`config.mk`:
```
export PLATFORM = sky130hd
export DESIGN_NAME = dcache
export DESIGN_NICKNAME = d
export VERILOG_FILES = /design/src/rtl/cpu_types_pkg.sv /design/src/rtl/dcache_set.sv /design/src/rtl/dcache.sv
export SDC_FILE = /design/constraint.sdc
export NUM_CORES = 2
export LEC_CHECK = 0
export BUFFER_PORTS_ARGS = -buffer_cell sky130_fd_sc_hd__buf_4
export CAP_MARGIN = 20
export CORE_ASPECT_RATIO = 0.5
export CORE_MARGIN = 2
export CORE_UTILIZATION = 40
export DETAILED_ROUTE_END_ITERATION = 10
export GPL_ROUTABILITY_DRIVEN = 0
export GPL_TIMING_DRIVEN = 1
export PLACE_DENSITY = 0.61
export SLEW_MARGIN = 15
export SYNTH_ARGS = -nofsm -noshare
export SYNTH_HDL_FRONTEND = slang
export SYNTH_SLANG_ARGS = --single-unit
```
`constraint.sdc`:
```
create_clock -name CLK -period 9.2 [get_ports CLK]
set_input_delay 0.92 -clock CLK [delete_from_list [all_inputs] [get_ports CLK]]
set_output_delay 0.92 -clock CLK [all_outputs]
set_load 0.01 [all_outputs]
```
`src/rtl/cpu_types_pkg.sv`:
```
// Shared types for the data cache.
// Contents:
//   DCACHE_CNT_ADDR - memory address that receives the hit count after a flush
//   dcache_state_t  - cache controller states
//   dcache_addr_t   - byte address split into tag / index / block offset / byte offset
//   dcache_frame_t  - one cache frame (valid, dirty, tag, two data words)
package cpu_types_pkg;

    localparam logic [31:0] DCACHE_CNT_ADDR = 32'h00003100;

    typedef enum logic [3:0] {
        IDLE,
        WB0,
        WB1,
        LD0,
        LD1,
        FLUSH,
        FLUSH1,
        CNT,
        DONE
    } dcache_state_t;

    typedef struct packed {
        logic [25:0] tag;
        logic [2:0]  idx;
        logic        blkoff;
        logic [1:0]  bytoff;
    } dcache_addr_t;

    typedef struct packed {
        logic             valid;
        logic             dirty;
        logic [25:0]      tag;
        logic [1:0][31:0] data;
    } dcache_frame_t;

    localparam int DCACHE_FRAME_W = $bits(dcache_frame_t);

endpackage

```
`src/rtl/dcache_set.sv`:
```
// One set of the 2-way data cache: both ways, the LRU bit, hit detection and
// victim selection.
// Ports:
//   CLK, nRST          clock, asynchronous active-low reset (clears valid/dirty/LRU)
//   req_tag, req_blk   tag and word offset of the current request
//   hit_en, wr_en      accepted hit this cycle (updates LRU), and whether it writes
//   wr_data            write-hit data
//   fill_en, fill_way  install a block into fill_way with fill_tag / fill_data
//   hit, rd_data       request matches a valid way; word selected from that way
//   victim_way         way to replace on a miss
//   frame0, frame1     packed dcache_frame_t view of each way (write-back / flush)
module dcache_set
    import cpu_types_pkg::*;
(
    input  logic                      CLK,
    input  logic                      nRST,
    input  logic [25:0]               req_tag,
    input  logic                      req_blk,
    input  logic                      hit_en,
    input  logic                      wr_en,
    input  logic [31:0]               wr_data,
    input  logic                      fill_en,
    input  logic                      fill_way,
    input  logic [25:0]               fill_tag,
    input  logic [63:0]               fill_data,
    output logic                      hit,
    output logic [31:0]               rd_data,
    output logic                      victim_way,
    output logic [DCACHE_FRAME_W-1:0] frame0,
    output logic [DCACHE_FRAME_W-1:0] frame1
);

    logic [1:0]       valid_reg;
    logic [1:0]       dirty_reg;
    logic             lru_reg;
    logic [25:0]      tag_reg  [2];
    logic [1:0][31:0] data_reg [2];
    logic [1:0]       match;
    logic             hit_way;
    dcache_frame_t    frame [2];

    genvar gi;
    generate
        for (gi = 0; gi < 2; gi++) begin : g_way
            assign match[gi] = valid_reg[gi] && (tag_reg[gi] == req_tag);
            assign frame[gi] = '{valid: valid_reg[gi], dirty: dirty_reg[gi],
                                 tag: tag_reg[gi], data: data_reg[gi]};
        end
    endgenerate

    // A tag can live in only one way, so way 1 matching is enough to pick it.
    assign hit        = |match;
    assign hit_way    = match[1];
    assign rd_data    = data_reg[hit_way][req_blk];
    assign victim_way = !valid_reg[0] ? 1'b0 : (!valid_reg[1] ? 1'b1 : lru_reg);
    assign frame0     = frame[0];
    assign frame1     = frame[1];

    always_ff @(posedge CLK or negedge nRST) begin
        if (!nRST) begin
            valid_reg <= '0;
            dirty_reg <= '0;
            lru_reg   <= 1'b0;
        end else begin
            if (fill_en) begin
                valid_reg[fill_way] <= 1'b1;
                dirty_reg[fill_way] <= 1'b0;
            end
            if (hit_en) begin
                lru_reg <= ~hit_way;
                if (wr_en) begin
                    dirty_reg[hit_way] <= 1'b1;
                end
            end
        end
    end

    // Tag and data storage carries no reset; valid bits guard it.
    always_ff @(posedge CLK) begin
        if (fill_en) begin
            tag_reg[fill_way]  <= fill_tag;
            data_reg[fill_way] <= fill_data;
        end else if (hit_en && wr_en) begin
            data_reg[hit_way][req_blk] <= wr_data;
        end
    end

endmodule

```
`src/rtl/dcache.sv`:
```
// 2-way set-associative write-back data cache, 8 sets x 2-word blocks.
// Optional feature: define DCACHE_HITCOUNT_EN to count hit cycles and write the
// count to DCACHE_CNT_ADDR at the end of a flush.
// Ports:
//   CLK, nRST                      clock, asynchronous active-low reset
//   halt                           flush all dirty frames, then stop (flushed)
//   dmemREN, dmemWEN               datapath read / write request (both = write)
//   dmemaddr, dmemstore            request byte address and write data
//   dhit, dmemload                 request completes this cycle, read data
//   flushed                        flush finished, held until reset
//   dREN, dWEN, daddr, dstore      memory-side request
//   dwait, dload                   memory busy, memory read data
module dcache
    import cpu_types_pkg::*;
(
    input  logic        CLK,
    input  logic        nRST,
    input  logic        halt,
    input  logic        dmemREN,
    input  logic        dmemWEN,
    input  logic [31:0] dmemaddr,
    input  logic [31:0] dmemstore,
    output logic        dhit,
    output logic [31:0] dmemload,
    output logic        flushed,
    output logic        dREN,
    output logic        dWEN,
    output logic [31:0] daddr,
    output logic [31:0] dstore,
    input  logic        dwait,
    input  logic [31:0] dload
);

    dcache_state_t state_reg, state_next;
    logic [3:0]    flush_cnt_reg;
    logic          victim_way_reg;
    logic [31:0]   ld_word0_reg;
    dcache_addr_t  req_a;
    logic          req;
    logic          hit_ok;
    logic          fill_en;
    logic          vic_way;
    logic          fl_dirty;
    logic          unused_byte_ok;
    logic [7:0]    set_hit;
    logic [7:0]    set_victim;
    logic [31:0]   set_rd    [8];
    dcache_frame_t set_frame [8][2];
    dcache_frame_t vic_frame;
    dcache_frame_t fl_frame;

`ifdef DCACHE_HITCOUNT_EN
    localparam dcache_state_t FLUSH_END = CNT;
    logic [31:0] hit_cnt_reg;

    always_ff @(posedge CLK or negedge nRST) begin
        if (!nRST) begin
            hit_cnt_reg <= '0;
        end else if (hit_ok) begin
            hit_cnt_reg <= hit_cnt_reg + 32'd1;
        end
    end
`else
    localparam dcache_state_t FLUSH_END = DONE;
`endif

    assign req_a          = dcache_addr_t'(dmemaddr);
    assign unused_byte_ok = ^req_a.bytoff;
    assign req            = dmemREN || dmemWEN;
    // halt wins over a coincident request so the flush starts from a quiet cache.
    assign hit_ok         = (state_reg == IDLE) && !halt && req && set_hit[req_a.idx];
    assign fill_en        = (state_reg == LD1) && !dwait;
    assign dhit           = hit_ok;
    assign dmemload       = set_rd[req_a.idx];

    // The victim is chosen live in IDLE and frozen for the rest of the miss.
    assign vic_way   = (state_reg == IDLE) ? set_victim[req_a.idx] : victim_way_reg;
    assign vic_frame = set_frame[req_a.idx][vic_way];
    assign fl_frame  = set_frame[flush_cnt_reg[3:1]][flush_cnt_reg[0]];
    assign fl_dirty  = fl_frame.valid && fl_frame.dirty;

    genvar gi;
    generate
        for (gi = 0; gi < 8; gi++) begin : g_set
            logic [DCACHE_FRAME_W-1:0] f0, f1;
            logic                      sel;

            assign sel = (req_a.idx == 3'(gi));

            dcache_set u_set (
                .CLK        (CLK),
                .nRST       (nRST),
                .req_tag    (req_a.tag),
                .req_blk    (req_a.blkoff),
                .hit_en     (hit_ok && sel),
                .wr_en      (dmemWEN),
                .wr_data    (dmemstore),
                .fill_en    (fill_en && sel),
                .fill_way   (victim_way_reg),
                .fill_tag   (req_a.tag),
                .fill_data  ({dload, ld_word0_reg}),
                .hit        (set_hit[gi]),
                .rd_data    (set_rd[gi]),
                .victim_way (set_victim[gi]),
                .frame0     (f0),
                .frame1     (f1)
            );

            assign set_frame[gi][0] = dcache_frame_t'(f0);
            assign set_frame[gi][1] = dcache_frame_t'(f1);
        end
    endgenerate

    always_ff @(posedge CLK or negedge nRST) begin
        if (!nRST) begin
            state_reg      <= IDLE;
            flush_cnt_reg  <= '0;
            victim_way_reg <= 1'b0;
            ld_word0_reg   <= '0;
        end else begin
            state_reg <= state_next;
            if (state_reg == IDLE) begin
                victim_way_reg <= vic_way;
            end
            if ((state_reg == LD0) && !dwait) begin
                ld_word0_reg <= dload;
            end
            if (((state_reg == FLUSH) && !fl_dirty) || ((state_reg == FLUSH1) && !dwait)) begin
                flush_cnt_reg <= flush_cnt_reg + 4'd1;
            end
        end
    end

    always_comb begin
        state_next = state_reg;
        case (state_reg)
            IDLE: begin
                if (halt) begin
                    state_next = FLUSH;
                end else if (req && !set_hit[req_a.idx]) begin
                    state_next = (vic_frame.valid && vic_frame.dirty) ? WB0 : LD0;
                end
            end
            WB0:    if (!dwait) state_next = WB1;
            WB1:    if (!dwait) state_next = LD0;
            LD0:    if (!dwait) state_next = LD1;
            LD1:    if (!dwait) state_next = IDLE;
            FLUSH: begin
                if (fl_dirty) begin
                    if (!dwait) state_next = FLUSH1;
                end else if (flush_cnt_reg == 4'd15) begin
                    state_next = FLUSH_END;
                end
            end
            FLUSH1: begin
                if (!dwait) state_next = (flush_cnt_reg == 4'd15) ? FLUSH_END : FLUSH;
            end
            CNT:    if (!dwait) state_next = DONE;
            DONE:   state_next = DONE;
            default: state_next = IDLE;
        endcase
    end

    always_comb begin
        dREN    = 1'b0;
        dWEN    = 1'b0;
        daddr   = '0;
        dstore  = '0;
        flushed = 1'b0;
        case (state_reg)
            WB0: begin
                dWEN   = 1'b1;
                daddr  = {vic_frame.tag, req_a.idx, 1'b0, 2'b00};
                dstore = vic_frame.data[0];
            end
            WB1: begin
                dWEN   = 1'b1;
                daddr  = {vic_frame.tag, req_a.idx, 1'b1, 2'b00};
                dstore = vic_frame.data[1];
            end
            LD0: begin
                dREN  = 1'b1;
                daddr = {req_a.tag, req_a.idx, 1'b0, 2'b00};
            end
            LD1: begin
                dREN  = 1'b1;
                daddr = {req_a.tag, req_a.idx, 1'b1, 2'b00};
            end
            FLUSH: begin
                if (fl_dirty) begin
                    dWEN   = 1'b1;
                    daddr  = {fl_frame.tag, flush_cnt_reg[3:1], 1'b0, 2'b00};
                    dstore = fl_frame.data[0];
                end
            end
            FLUSH1: begin
                dWEN   = 1'b1;
                daddr  = {fl_frame.tag, flush_cnt_reg[3:1], 1'b1, 2'b00};
                dstore = fl_frame.data[1];
            end
`ifdef DCACHE_HITCOUNT_EN
            CNT: begin
                dWEN   = 1'b1;
                daddr  = DCACHE_CNT_ADDR;
                dstore = hit_cnt_reg;
            end
`endif
            DONE: flushed = 1'b1;
            default: ;
        endcase
    end

endmodule

```
# ---- Word-level counts from Yosys, hierarchy flattened
# Memories as Yosys holds them, arrays and structs flattened.
# Cells that the tools add are included.
dict set report word_totals {
  regBits 81
  ramBits 1440
  inputBits 102
  wordCells 417
  n_memories 16
}
dict set report op_classes {
  addsub 1
  order_cmp 25
  eq_ne 41
  n_mux 182
  bitwise_logic 37
  reduce_logical 87
}
# name depth word_bits read_ports rd_clocked_by_memory_dff wr line
set mem_list {}
lappend mem_list {{g_set[0].u_set.data_reg} 2 64 3 0 1 dcache_set.sv:37} ;# logic [1:0][31:0] data_reg [2];
lappend mem_list {{g_set[1].u_set.data_reg} 2 64 3 0 1 dcache_set.sv:37}
lappend mem_list {{g_set[2].u_set.data_reg} 2 64 3 0 1 dcache_set.sv:37}
lappend mem_list {{g_set[3].u_set.data_reg} 2 64 3 0 1 dcache_set.sv:37}
lappend mem_list {{g_set[4].u_set.data_reg} 2 64 3 0 1 dcache_set.sv:37}
lappend mem_list {{g_set[5].u_set.data_reg} 2 64 3 0 1 dcache_set.sv:37}
lappend mem_list {{10 more memories} - - - - - -}
# operator count
set op_table {}
lappend op_table {{$mux W64} 24}
lappend op_table {{$bmux W184 S3} 2}
lappend op_table {{$mux W184} 4}
lappend op_table {{$mux W32} 21}
lappend op_table {{$mux W92} 6}
lappend op_table {{$reduce_or A64 Y1} 8}
lappend op_table {{$eq A26 B26 Y1} 16}
lappend op_table {{$pmux W32 S6} 1}
lappend op_table {{$pmux W32 S4} 1}
lappend op_table {{$bmux W32 S3} 1}
lappend op_table {{$mux W1} 71}
lappend op_table {{$logic_and A1 B1 Y1} 60}
lappend op_table {{$mux W2} 25}
lappend op_table {{$mux W4} 12}
lappend op_table {{$pmux W4 S9} 1}
lappend op_table {{$demux W32 S1} 1}
lappend op_table {{$or A2 B2 Y2} 16}
lappend op_table {{$lt A1 B2 Y1 const B} 10}
lappend op_table {{$reduce_or A2 Y1} 9}
lappend op_table {{$and A2 B2 Y2} 8}
lappend op_table {{$eq A4 B3 Y1 const B} 4}
lappend op_table {{$eq A3 B3 Y1 const B} 4}
lappend op_table {{$ne A2 B2 Y1 const B} 6}
lappend op_table {{$ge A1 B1 Y1 const B} 10}
lappend op_table {{other kinds (24)} 52}

# ---- Longest topological paths before layout
dict set report logic_depth {
  ltp_word 14
  ltp_mapped 13
  depth_no_buf 9
}

# ---- Cells and area by module
# From an unflattened synthesis, not the netlist that was laid out.
dict set report hier_totals {
  cells_unflattened 6253
  area_unflattened_um2 88289.7
}
# module n_inst cells_each area_each_um2 seq_area_each_um2
set modules_own_cells {}
lappend modules_own_cells {dcache_set 8 487 7648.6 5530.3}
lappend modules_own_cells {dcache 1 2357 27101.0 1026.0}

# ---- Least setup slack after synthesis
# OpenSTA, ideal clock, no wires.
dict set report synth_path {
  path_kind {input -> register}
  from {input port dmemaddr[10]}
  to {memory g_set[2].u_set.data_reg[0][32] in the netlist's numbering (enable)}
  t_arrival_ns 5.708
  setup_slack_ns 3.022
  path_stages 12
  n_path_buf 4
  cell_sequence {buf_2 > xor2_1 > nor4b_2 > nand2_1 > or4_1 > clkbuf_2 > a31oi_1 > a32oi_1 > or3_1 > buf_2 > buf_4 > o31ai_1}
}
dict set report synth_via {
  elab_chain_len 13
  elab_cells_between_ends 51
  classes_between {16 x eq/ne; 7 x mux; 28 x reduce/logical}
}
# element line
set synth_lines {}
lappend synth_lines {{from (decl)} dcache.sv:21} ;# input logic [31:0] dmemaddr,
lappend synth_lines {{$eq A26 B26 Y1} dcache_set.sv:45} ;# assign match[gi] = valid_reg[gi] && (tag_reg[gi] == req_tag);
lappend synth_lines {{$logic_and A1 B1 Y1} dcache_set.sv:45}
lappend synth_lines {{$reduce_or A2 Y1} dcache_set.sv:52} ;# assign hit = |match;
lappend synth_lines {{$bmux W1 S3} dcache.sv:71} ;# assign hit_ok = (state_reg == IDLE) && !halt && req && set_hit[req_a.idx];
lappend synth_lines {{$mux W1 (implied by the code)} dcache.sv:71}
lappend synth_lines {{$logic_and A1 B1 Y1} dcache.sv:71}
lappend synth_lines {{$logic_and A1 B1 Y1} dcache.sv:95} ;# .hit_en (hit_ok && sel),
lappend synth_lines {{$logic_and A1 B1 Y1} dcache_set.sv:83} ;# end else if (hit_en && wr_en) begin
lappend synth_lines {{$mux W1} dcache_set.sv:83}
lappend synth_lines {{$mux W1} dcache_set.sv:80} ;# if (fill_en) begin
lappend synth_lines {{$mux W64 (implied by the code)} dcache_set.sv:84} ;# data_reg[hit_way][req_blk] <= wr_data;
lappend synth_lines {{$reduce_or A64 Y1 (no source line)} -}
lappend synth_lines {{$mux W1 (no source line) / $mux W64 (equally long branches)} -}
lappend synth_lines {{to (decl)} dcache_set.sv:37}
# Several ways; a longest one is shown, not always the timed one. The select of a mux whose other input is x is not followed.

# ---- Final worst setup path
dict set report layout_path {
  from {register flush_cnt_reg[1]}
  to {output port dstore[7]}
}
dict set report layout_via {
  elab_chain_len 10
}
# element line
set layout_lines {}
lappend layout_lines {{from (decl)} dcache.sv:35} ;# logic [3:0] flush_cnt_reg;
lappend layout_lines {{from (signal assigned)} dcache.sv:129} ;# flush_cnt_reg <= flush_cnt_reg + 4'd1;
lappend layout_lines {{$not A3 Y4 (implied by the code) (*)} dcache.sv:79} ;# assign fl_frame = set_frame[flush_cnt_reg[3:1]][flush_cnt_reg[0]];
lappend layout_lines {{$bmux W184 S3 (*)} dcache.sv:79}
lappend layout_lines {{$mux W184 (implied by the code) (*) (2 in series)} dcache.sv:79}
lappend layout_lines {{$mux W92 (implied by the code) (*) (3 in series)} dcache.sv:79}
lappend layout_lines {{$logic_and A1 B1 Y1} dcache.sv:80} ;# assign fl_dirty = fl_frame.valid && fl_frame.dirty;
lappend layout_lines {{$mux W32} dcache.sv:190} ;# if (fl_dirty) begin
lappend layout_lines {{$pmux W32 S4 (*)} dcache.sv:170} ;# case (state_reg)
lappend layout_lines {{to (decl)} dcache.sv:29} ;# output logic [31:0] dstore,
# Mark *: on every way between the ends. The rest lies on a longest branch, timed or not. The select of a mux whose other input is x is not followed.

==> impl_results.md <==
* RSZ-0062 raised after global routing: no
* Number of warnings issued by yosys at 0
* Die extent in y at 339.8 um
* Crit path launch type: flip-flop
* Top cells by count, synth: 1,440 x sky130_fd_sc_hd__edfxtp_1, 979 x sky130_fd_sc_hd__mux4_2, 575 x sky130_fd_sc_hd__mux2_2
* Most frequently used flop master after synthesis: sky130_fd_sc_hd__edfxtp_1
* Clock power frac at 28.1%
* Peak fanout along the critical path at 44
* Number of filler cells placed in the layout at 19,240
* Resize count post-CTS at 0
* Residual antenna-violating net count after detailed routing at 0
* Row count at between 100 and 150
* Share of synthesized area occupied by flip-flops and latches at roughly 50%
* Number of buffers inserted to repair setup after CTS at 0
* Number of port buffers at 197
* Ratio of final minimum period to clock period at ~72%
* Net Switching at 8171 uW
* Antenna violations before repair at 25
* Async S/R FF share, synth at roughly 5.3%
* Data arrival, critical path at 5.72 ns
* Crit Path Category: reg -> out
* Most frequent cell after synthesis: sky130_fd_sc_hd__edfxtp_1
* DRC violation total after the first TritonRoute iteration at 10,425
* Number of global-route vias before repair at roughly 61,000
* Master cell of the clock root buffer: sky130_fd_sc_hd__clkbuf_16
* Worst path required time at 8.28 ns
* Library cell with the largest summed area after synthesis: sky130_fd_sc_hd__edfxtp_1
* Worst clock skew at between 0.08 and 0.09 ns
* Slew headroom at approximately 13%
* Width of the die at approximately 680 um
* Post-cts hold buffer count at 0
* Vias per std cell at roughly 7
* Violations in the final reports: DRC
* Final HPWL DP at 213,700 um
* Tightest Hold Check Type: in -> async
* Run status: complete, but fails checks
* Clock latency on the worst-skew pair at 0.86 ns
* Count of final max-slew check failures at 0
* Number of nets in the layout at 5,613
* Critical path endpoint category: primary output
* Area share of the leading cell type in the synthesized netlist at a little under half
* Ratio of total power to cell area at 237.9 nW/um2
* # setup viols final at 0
* Top cell by count, worst path: sky130_fd_sc_hd__buf_4
* Net switching fraction of the power at about 34%
* Leakage power total at about 0.032 uW
* Count of vias placed by the detailed router at a little over 60,000
* Maximum resistive drop on vdd at between 0.0003 and 0.0004 V
* Final wirelength at approximately 360,000 um
* Number of buffers inserted during clock tree synthesis at 160
* Core outline area at 224,500 um2
* Flip-flop count of the largest register after layout at between 1,000 and 1,500
* First-pass iteration count of the detailed router at 10
* Initial cell density of the core at 40.17%
* Crit path cell chain: buf_4 > mux4_2 > mux2i_1 > mux2i_1 > nor3_2 > buf_4 > a221oi_1 > o311ai_0 > buf_4
* Seq pwr share at 36.6%
* Min Clock Period, post-route at about 6.6 ns
* Layout cell share with drive strength beyond 1 at around two fifths
* Mapped cell area at 90,190 um2
* Slowest stage delay, CP at 1.02 ns
* Maximum number of pins on one net before global-route repair at 167
* DRC viols at 2
* Synth Instances at 5,513
* GRT overflow at 0
* Portion of total power attributed to combinational logic at about a third
* MaxCap Viol Count at 0
* Unique cell type count in the Yosys netlist at 69
* Area added between synthesis and finish at 11.06%
* Hold Vio Cnt, Final at 0
* Total negative setup slack at 0 ns
* Flops & latches, synth at around 1,500
* Internal power at roughly 16,000 uW
* Worst setup margin at 2.559 ns
* Fmax at around 150 MHz
* Global-route wire length before repair at 495,100 um
* H-tree lvl count at 4
* Worst-case setup slack after placement at 2.594 ns
* Transition time at the pin with the least slew margin at 1.298 ns
* Overall die area at 229,500 um2
* Clock transition at the register clock pins on the worst setup and hold paths after CTS at approximately 0.07 ns
* Number of flops mapped to enable cells by yosys at approximately 1,400
* Ranking of synthesized cells by area: sky130_fd_sc_hd__edfxtp_1 48%, sky130_fd_sc_hd__mux4_2 24%, sky130_fd_sc_hd__mux2_2 7.2%, sky130_fd_sc_hd__mux2i_1 2.8%, sky130_fd_sc_hd__xnor2_1 2.6%
* Syn Area/Cell at 16.36 um2
* Total Routing Usage GR at about 31%
* CTS tree: built
* Crit-path slowest cell: sky130_fd_sc_hd__dfrtp_4
* Clock sink count at 1,521
* Routed wirelength normalized by instance count at 41.93 um
* CTS max path bufs at 4
* I/O Pins at 202
## per-stage QoR
| stage | std cells | cell area, um2 | util, % | hold WS [ns] | total power (uW) |
|---|---|---|---|---|---|
| final | 8643 | 100200 | 44.61 | 0.1112 | 23830 |
| after global routing | 8638 | 100200 | 44.61 | 0.1024 | 24450 |
| after CTS | 8624 | 99990 | 44.53 | 0.08728 | 23670 |
| after detailed placement | 8342 | 94800 | 42.22 | 0.4720 | 17090 |
| after global placement | 8342 | 94800 | 42.22 | 0.4643 | 16940 |
| after floorplan | 5514 | 90200 | - | 0.4489 | 14150 |
## placed cells by master (no fill, tap or decap), drive strengths merged, types with 57 or more instances in the layout
master / netlist / final
nand2: 233 / 233
xor2: 149 / 149
a21oi: 159 / 159
dfrtp: 81 / 81
mux2: 607 / 607
mux2i: 251 / 251
edfxtp: 1440 / 1440
o21ai: 70 / 70
nand4: 103 / 103
o22ai: 58 / 58
buf: 256 / 343
mux4: 984 / 984
clkbuf: 253 / 209
o221ai: 57 / 57
xnor2: 270 / 270
## worst max-delay path: cells and delay by family (launching register included)
family | cells | cell delay, ns
AND/OR/NAND/NOR | 1 | 0.19
buffers and inverters | 3 | 1.86
multiplexers | 3 | 0.97
flip-flops | 1 | 1.02
AO/OA/AOI/OAI | 2 | 0.75
## cell type report
class	instances	area (um2)	share of cell area [%]
clock buffers	209	4466	4.458
inverters	27	102.6	0.1024
repair buffers	343	2828	2.823
diodes	13	32.53	0.03248
well taps	3000	3754	3.747
flip-flops and latches	1521	45280	45.21
clock inverters	73	729.5	0.7282
multi-input cells	3457	42980	42.90
## worst paths after layout
kind / cells after the start / startpoint / to / slack, ns
max: 9 / flush_cnt_reg[1] / dstore[7] / 2.56
min: 1 / nRST / ld_word0_reg[11] / 0.11
max reg2reg: 10 / g_set[4].u_set.tag_reg[0][4] / g_set[2].u_set.data_reg[0][35] / 2.85
min reg2reg: 2 / g_set[2].u_set.dirty_reg[0] / g_set[2].u_set.dirty_reg[0] / 0.49
max in group asynchronous: 2 / nRST / flush_cnt_reg[3] / 7.67
min in group CLK: 2 / dload[26] / ld_word0_reg[26] / 0.38
## per-layer routing
| metal | routed length, um | global-route usage [%] |
|---|---|---|
| met1 | 130100 | 40.89 |
| met2 | 153300 | 43.74 |
| met3 | 56450 | 12.40 |
| met4 | 22390 | 16.69 |
| met5 | 123 | 0 |
## power by group through the flow
| stage | sequential (uW) | combinational, uW | clock (uW) |
|---|---|---|---|
| after floorplan | 8480 | 5670 | 0 |
| after global placement | 8840 | 8100 | 0 |
| after detailed placement | 8850 | 8240 | 0 |
| after CTS | 8710 | 8260 | 6710 |
| after global routing | 8750 | 8730 | 6970 |
| final | 8730 | 8410 | 6690 |
## cells by family after synthesis
group | Yosys count | share of synthesized area (%)
mux | 1842 | 34.96
flops | 1521 | 50.19
compound gates | 599 | 4.554
simple gates | 594 | 3.471
buf+inv | 536 | 2.741
xor+xnor | 419 | 4.069
fa+ha+maj | 1 | 0.01387
other cells | 1 | 0.004158
No activity file was read; power rests on OpenSTA's default activity.
